--- config.mk ---
export PLATFORM = sky130hd
export DESIGN_NAME = mem_access_unit
export DESIGN_NICKNAME = d
export VERILOG_FILES = /design/src/rtl/mem_access_unit.sv
export SDC_FILE = /design/constraint.sdc
export NUM_CORES = 1
export LEC_CHECK = 0
export BUFFER_PORTS_ARGS = -buffer_cell sky130_fd_sc_hd__buf_2
export CORE_MARGIN = 5
export CORE_UTILIZATION = 45
export CTS_CLUSTER_DIAMETER = 30
export DETAILED_ROUTE_END_ITERATION = 10
export GPL_TIMING_DRIVEN = 0
export PLACE_DENSITY = 0.72
export SYNTH_ARGS = -nofsm -noshare
export SYNTH_HDL_FRONTEND = slang
export SYNTH_SLANG_ARGS = --single-unit
--- constraint.sdc ---
create_clock -name clk -period 2.2 [get_ports clk]
set_input_delay 0 -clock clk [delete_from_list [all_inputs] [get_ports clk]]
set_output_delay 0 -clock clk [all_outputs]
set_load 0.02 [all_outputs]
--- src/rtl/mem_access_unit.sv ---
// Load/store front end for a 32x32-bit data RAM: one request at a time,
// read-modify-write for sub-word stores, sign/zero-extended loads.
module mem_access_unit (
  input  logic        clk,
  input  logic        rst_n,
  input  logic        req_valid,
  output logic        req_ready,
  input  logic        req_we,
  input  logic [1:0]  req_size,
  input  logic        req_unsigned,
  input  logic [31:0] req_addr,
  input  logic [31:0] req_wdata,
  output logic        resp_valid,
  output logic [31:0] resp_rdata,
  output logic        resp_err,
  output logic        mem_ce,
  output logic        mem_we,
  output logic [4:0]  mem_addr,
  output logic [31:0] mem_wdata,
  input  logic [31:0] mem_rdata
);

  typedef enum logic [2:0] {
    IDLE   = 3'd0,
    RD     = 3'd1,
    RMW_RD = 3'd2,
    WR     = 3'd3,
    RESP   = 3'd4
  } state_t;

  state_t      state_r;
  logic        ready_r;
  logic        resp_valid_r;
  logic        resp_err_r;
  logic [31:0] resp_rdata_r;
  logic        mem_ce_r;
  logic        mem_we_r;
  logic [4:0]  mem_addr_r;
  logic [31:0] wbuf_r;
  logic [1:0]  lane_r;
  logic [1:0]  size_r;
  logic        unsigned_r;
  logic [31:0] wdata_r;

  function automatic logic req_is_err(input logic [1:0] size, input logic [31:0] addr);
    logic err;
    case (size)
      2'b00:   err = 1'b0;
      2'b01:   err = addr[0];
      2'b10:   err = (addr[1:0] != 2'b00);
      default: err = 1'b1;
    endcase
    return err | (addr[31:7] != 25'd0);
  endfunction

  function automatic logic [31:0] load_extend(input logic [31:0] word, input logic [1:0] size,
                                              input logic [1:0] lane, input logic uns);
    logic [7:0]  b;
    logic [15:0] h;
    logic [31:0] r;
    b = word[{lane, 3'b000} +: 8];
    h = lane[1] ? word[31:16] : word[15:0];
    case (size)
      2'b00:   r = uns ? {24'h000000, b} : {{24{b[7]}}, b};
      2'b01:   r = uns ? {16'h0000, h} : {{16{h[15]}}, h};
      2'b10:   r = word;
      default: r = 32'h0000_0000;
    endcase
    return r;
  endfunction

  function automatic logic [31:0] store_merge(input logic [31:0] old, input logic [31:0] wdata,
                                              input logic [1:0] size, input logic [1:0] lane);
    logic [31:0] r;
    r = old;
    case (size)
      2'b00: r[{lane, 3'b000} +: 8] = wdata[7:0];
      2'b01: begin
        if (lane[1]) r[31:16] = wdata[15:0];
        else         r[15:0]  = wdata[15:0];
      end
      2'b10:   r = wdata;
      default: r = old;
    endcase
    return r;
  endfunction

  // Control FSM; every output is a register updated on the transition into the state that needs it.
  always_ff @(posedge clk) begin
    if (!rst_n) begin
      state_r      <= IDLE;
      ready_r      <= 1'b1;
      resp_valid_r <= 1'b0;
      resp_err_r   <= 1'b0;
      resp_rdata_r <= 32'h0000_0000;
      mem_ce_r     <= 1'b0;
      mem_we_r     <= 1'b0;
      mem_addr_r   <= 5'd0;
      wbuf_r       <= 32'h0000_0000;
      lane_r       <= 2'b00;
      size_r       <= 2'b00;
      unsigned_r   <= 1'b0;
      wdata_r      <= 32'h0000_0000;
    end else begin
      case (state_r)
        IDLE: begin
          if (req_valid && ready_r) begin
            lane_r     <= req_addr[1:0];
            size_r     <= req_size;
            unsigned_r <= req_unsigned;
            wdata_r    <= req_wdata;
            ready_r    <= 1'b0;
            if (req_is_err(req_size, req_addr)) begin
              state_r      <= RESP;
              resp_valid_r <= 1'b1;
              resp_err_r   <= 1'b1;
              resp_rdata_r <= 32'h0000_0000;
            end else begin
              mem_ce_r   <= 1'b1;
              mem_addr_r <= req_addr[6:2];
              if (!req_we) begin
                state_r <= RD;
              end else if (req_size == 2'b10) begin
                state_r  <= WR;
                mem_we_r <= 1'b1;
                wbuf_r   <= req_wdata;
              end else begin
                state_r <= RMW_RD;
              end
            end
          end else begin
            ready_r <= 1'b1;
          end
        end
        RD: begin
          state_r      <= RESP;
          resp_rdata_r <= load_extend(mem_rdata, size_r, lane_r, unsigned_r);
          resp_valid_r <= 1'b1;
          resp_err_r   <= 1'b0;
          mem_ce_r     <= 1'b0;
          mem_addr_r   <= 5'd0;
        end
        RMW_RD: begin
          state_r  <= WR;
          wbuf_r   <= store_merge(mem_rdata, wdata_r, size_r, lane_r);
          mem_we_r <= 1'b1;
        end
        WR: begin
          state_r      <= RESP;
          resp_rdata_r <= 32'h0000_0000;
          resp_valid_r <= 1'b1;
          resp_err_r   <= 1'b0;
          mem_ce_r     <= 1'b0;
          mem_we_r     <= 1'b0;
          mem_addr_r   <= 5'd0;
        end
        RESP: begin
          state_r      <= IDLE;
          resp_valid_r <= 1'b0;
          resp_err_r   <= 1'b0;
          ready_r      <= 1'b1;
        end
        default: begin
          state_r      <= IDLE;
          ready_r      <= 1'b1;
          resp_valid_r <= 1'b0;
          resp_err_r   <= 1'b0;
          mem_ce_r     <= 1'b0;
          mem_we_r     <= 1'b0;
          mem_addr_r   <= 5'd0;
        end
      endcase
    end
  end

  assign req_ready  = ready_r;
  assign resp_valid = resp_valid_r;
  assign resp_err   = resp_err_r;
  assign resp_rdata = resp_rdata_r;
  assign mem_ce     = mem_ce_r;
  // Gating with rst_n keeps a reset landing on the WR edge from committing the write.
  assign mem_we     = mem_we_r & rst_n;
  assign mem_addr   = mem_addr_r;
  assign mem_wdata  = (state_r == WR) ? wbuf_r : 32'h0000_0000;

endmodule

==> metrics <==
worst slack, placed=-0.449 ns; largest fanout on the critical path=10; Final Setup Violations=0; leakage power=3.93 nW; largest net degree at the start of global routing=17; synthesis-stage register bit count=114; syn nets=roughly 850; fmax=0.459 GHz; crit path buf inv count=3; required time of the worst setup path=2.55 ns; Die Ht=about 130 um; Ports=between 150 and 200; ANT cells=0; Die Width=~130 um; core footprint=13300 um^2; number of DRC markers in iteration 0=~800; max incr delay on CP=around 0.56 ns; CP Launch Type=flop; CTS H-tree lvls=4; final hold violation count=0; DRC=0; Worst VDD drop=between 600 and 700 uV; Setup crit end kind=flop; total congestion overflow=0; max-cap violations=0; Cells after Synth=around 740; post-synthesis sequential area ratio=0.371; Tot GR Track Use=0.289; ANT nets after route=0; post-synth top area share=0.371; critical path class=reg -> reg; Pre-antenna DRT Iters=8; Hold Crit Endpoint=resp_rdata[15]; slowest stage cell, crit path=clkbuf_1; Final Critical Period=2.18 ns; HP Start=mem_rdata[15]; worst slew pin tran=between 0.7 and 0.8 ns; Via density=about 6; Multi-input gate area=between 3000 and 4000 um^2; Yosys top cell by area=dfxtp_1; RePlAce Congestion=1.05; max-slew violations=0; worst-skew pair later-pin latency=between 0.4 and 0.5 ns; reg2reg end=wbuf_r[29]; CP arrival=approximately 2.5 ns; initial antenna violation count=0; Rows=42; Hold Path Class=in -> reg; Avg Cell Area, Syn=roughly 8.3 um^2; layout cell share with drive strength beyond 1=0.288; detailed-route via count=7004; final instance area=slightly below 9000 um^2; number of synthesized flops with an enable pin=0; WL per Instance=between 20 and 25 um; Cell Area, Placed=7260 um^2; Yosys Warn Count=0; Layout Skew=approximately 0.0071 ns; critical path cell sequence=clkbuf_4 > inv_1 > clkbuf_1 > a31oi_1 > o21ai_0 > o221ai_1 > mux2i_1; clock transition at the registers of the reported paths=around 0.060 ns; pwr dens=684 nW/um^2; first-pass GRT wire length=between 30000 and 40000 um; clk sinks=114; Reg area=2290 um^2; post-route clock period utilization=0.990; status=finished clean; nets=~1.1k; CTS tree=built; HPWL Detailed=17600 um; r2r setup slk=0.02 ns; Area Overhead vs Synth=42.3%; Post-Syn Area=between 6000 and 7000 um^2; depth of the most critical reg-to-reg path=7; setup TNS=0 ns; Die ar.=16100 um^2; initial core utilization=0.461; Netlist cell types=between 50 and 60; Hold Crit Depth=3; Main synth FF type=dfxtp_1; vias in the first global route=between 6k and 7k; fraction of registers with async set/reset=0; # port buffers=~180; RSZ-0062 raised after global routing=yes; total of fill cells in the finished design=1119; CTS Buffer Depth=2; R2R Path Start=size_r[0]; Largest delay share family, worst path=buffers and inverters; routed wire length=approximately 24000 um; clock root cell=clkbuf_16; PnR Total Power=approximately 6.0 mW; WHS=around 0.025 ns; Setup WS post-layout=about 0.022 ns; Slew Limit Headroom=0.531; Num CTS Buffers=17; Synth area leaders=dfxtp_1, nand2_1, a21oi_1, mux2i_1, o2bb2ai_1
[worst reg2reg max path: cells and delay by family (launching register included)]
| kind | cells | cell delay, ns |
|---|---|---|
| buf+inv | 3 | 0.96 |
| compound gates | 3 | 0.58 |
| flops | 1 | 0.40 |
| mux | 1 | 0.16 |
[cell type report]
class	count	share of cell area
clock inverters	11	0.0181
clock buffers	21	0.0525
multi-input cells	545	0.417
well taps	176	0.0251
plain buffers	65	0.0385
repair buffers	250	0.183
flip-flops and latches	114	0.261
inverters	10	0.00471
[worst max-delay path by stage]
stage                         start         end  slack [ns]  cells past startpoint
after floorplan           lane_r[1]  wbuf_r[10]        0.13                     10
after global placement    lane_r[1]  wbuf_r[11]       -0.47                     10
after detailed placement  lane_r[1]  wbuf_r[11]       -0.45                     10
after CTS                 size_r[0]  wbuf_r[23]       0.005                      7
after global routing      size_r[0]  wbuf_r[29]       -0.07                      7
final                     size_r[0]  wbuf_r[29]        0.02                      7
[registers in the layout, indices dropped and copies added, names as in the netlist, 2 cells and up]
register	count
size_r	2
state_r	3
mem_addr	5
resp_rdata	32
wbuf_r	32
lane_r	2
wdata_r	32
[routing by layer]
layer	GRT usage	routed length (um)	vias to the layer above
met5	0	0	-
met1	0.388	10100	3256
li1	-	-	3290
met2	0.450	10800	404
met3	0.0676	2400	54
met4	0.118	731	0
[kinds of logic after synthesis]
group | share of synthesized area
AOI/OAI and AO/OA | 0.276
muxes | 0.0936
DFF | 0.371
adders and majority gates | 0.0102
and+or+nand+nor | 0.194
buffers and inverters | 0.0559
[synthesized netlist by cell type, types with 2 or more instances]
cell type,n
a21oi_1,69
a21o_1,9
and2_1,5
o211ai_1,17
and3_1,34
o221ai_1,13
a22oi_1,9
nor3b_1,9
nand3_1,14
o2bb2ai_1,31
nor4_1,6
nor2_1,17
a22o_1,6
mux2_2,19
nand4_1,2
inv_1,9
a31oi_1,8
mux2i_1,34
o21ai_0,17
nor3_1,10
a211oi_1,4
a221oi_1,21
nor2b_1,9
or2_2,2
buf_2,5
a32oi_1,2
nand2_1,133
clkbuf_1,50
a221o_1,9
buf_6,4
buf_4,3
dfxtp_1,114
a211o_1,2
o21a_1,4
a222oi_1,7
ha_1,5
nand2b_1,2
buf_1,7
[stage by stage]
| stage | instances | utilization |
|---|---|---|
| after detailed placement | 1090 | 0.544 |
| after floorplan | 738 | - |
| after global placement | 1090 | 0.544 |
| after CTS | 1188 | 0.647 |
| final | 1192 | 0.657 |
| after global routing | 1192 | 0.657 |
[report_power, final]
| part | leakage [nW] | internal, mW | switching (mW) |
|---|---|---|---|
| Sequential | 0.926 | 2.11 | 0.0576 |
| Clock | 0.310 | 1.94 | 0.973 |
| Combinational | 2.70 | 0.394 | 0.519 |
[what timing repair did]
item | CTS | global route
pin swaps | 0 | 7
hold buffers | 68 | 0
resized for setup | 26 | 37
hold endpoints to repair | 90 | 0
setup endpoints to repair | 86 | 89
gates cloned | 0 | 0
setup buffers | 1 | 5
[layout by cell type (no fill, tap or decap), drive strengths merged, types with 6 or more instances in the layout]
master / synthesis / layout
o21ai: 18 / 18
o2bb2ai: 31 / 31
nor2b: 9 / 9
clkinv: 0 / 7
clkbuf: 50 / 68
a221o: 9 / 9
nand2: 133 / 133
and3: 34 / 34
nor3: 11 / 11
mux2i: 34 / 34
o221ai: 13 / 13
nor2: 17 / 17
nor3b: 9 / 9
a31oi: 8 / 8
dlygate4sd3: 0 / 68
a22o: 6 / 6
a222oi: 7 / 7
a21o: 9 / 9
nand3: 14 / 14
nor4: 6 / 6
buf: 19 / 200
mux2: 19 / 19
o211ai: 17 / 17
a21oi: 69 / 69
a22oi: 9 / 9
a221oi: 21 / 21
dfxtp: 114 / 114
inv: 10 / 9
No activity file was read; power rests on OpenSTA's default activity.
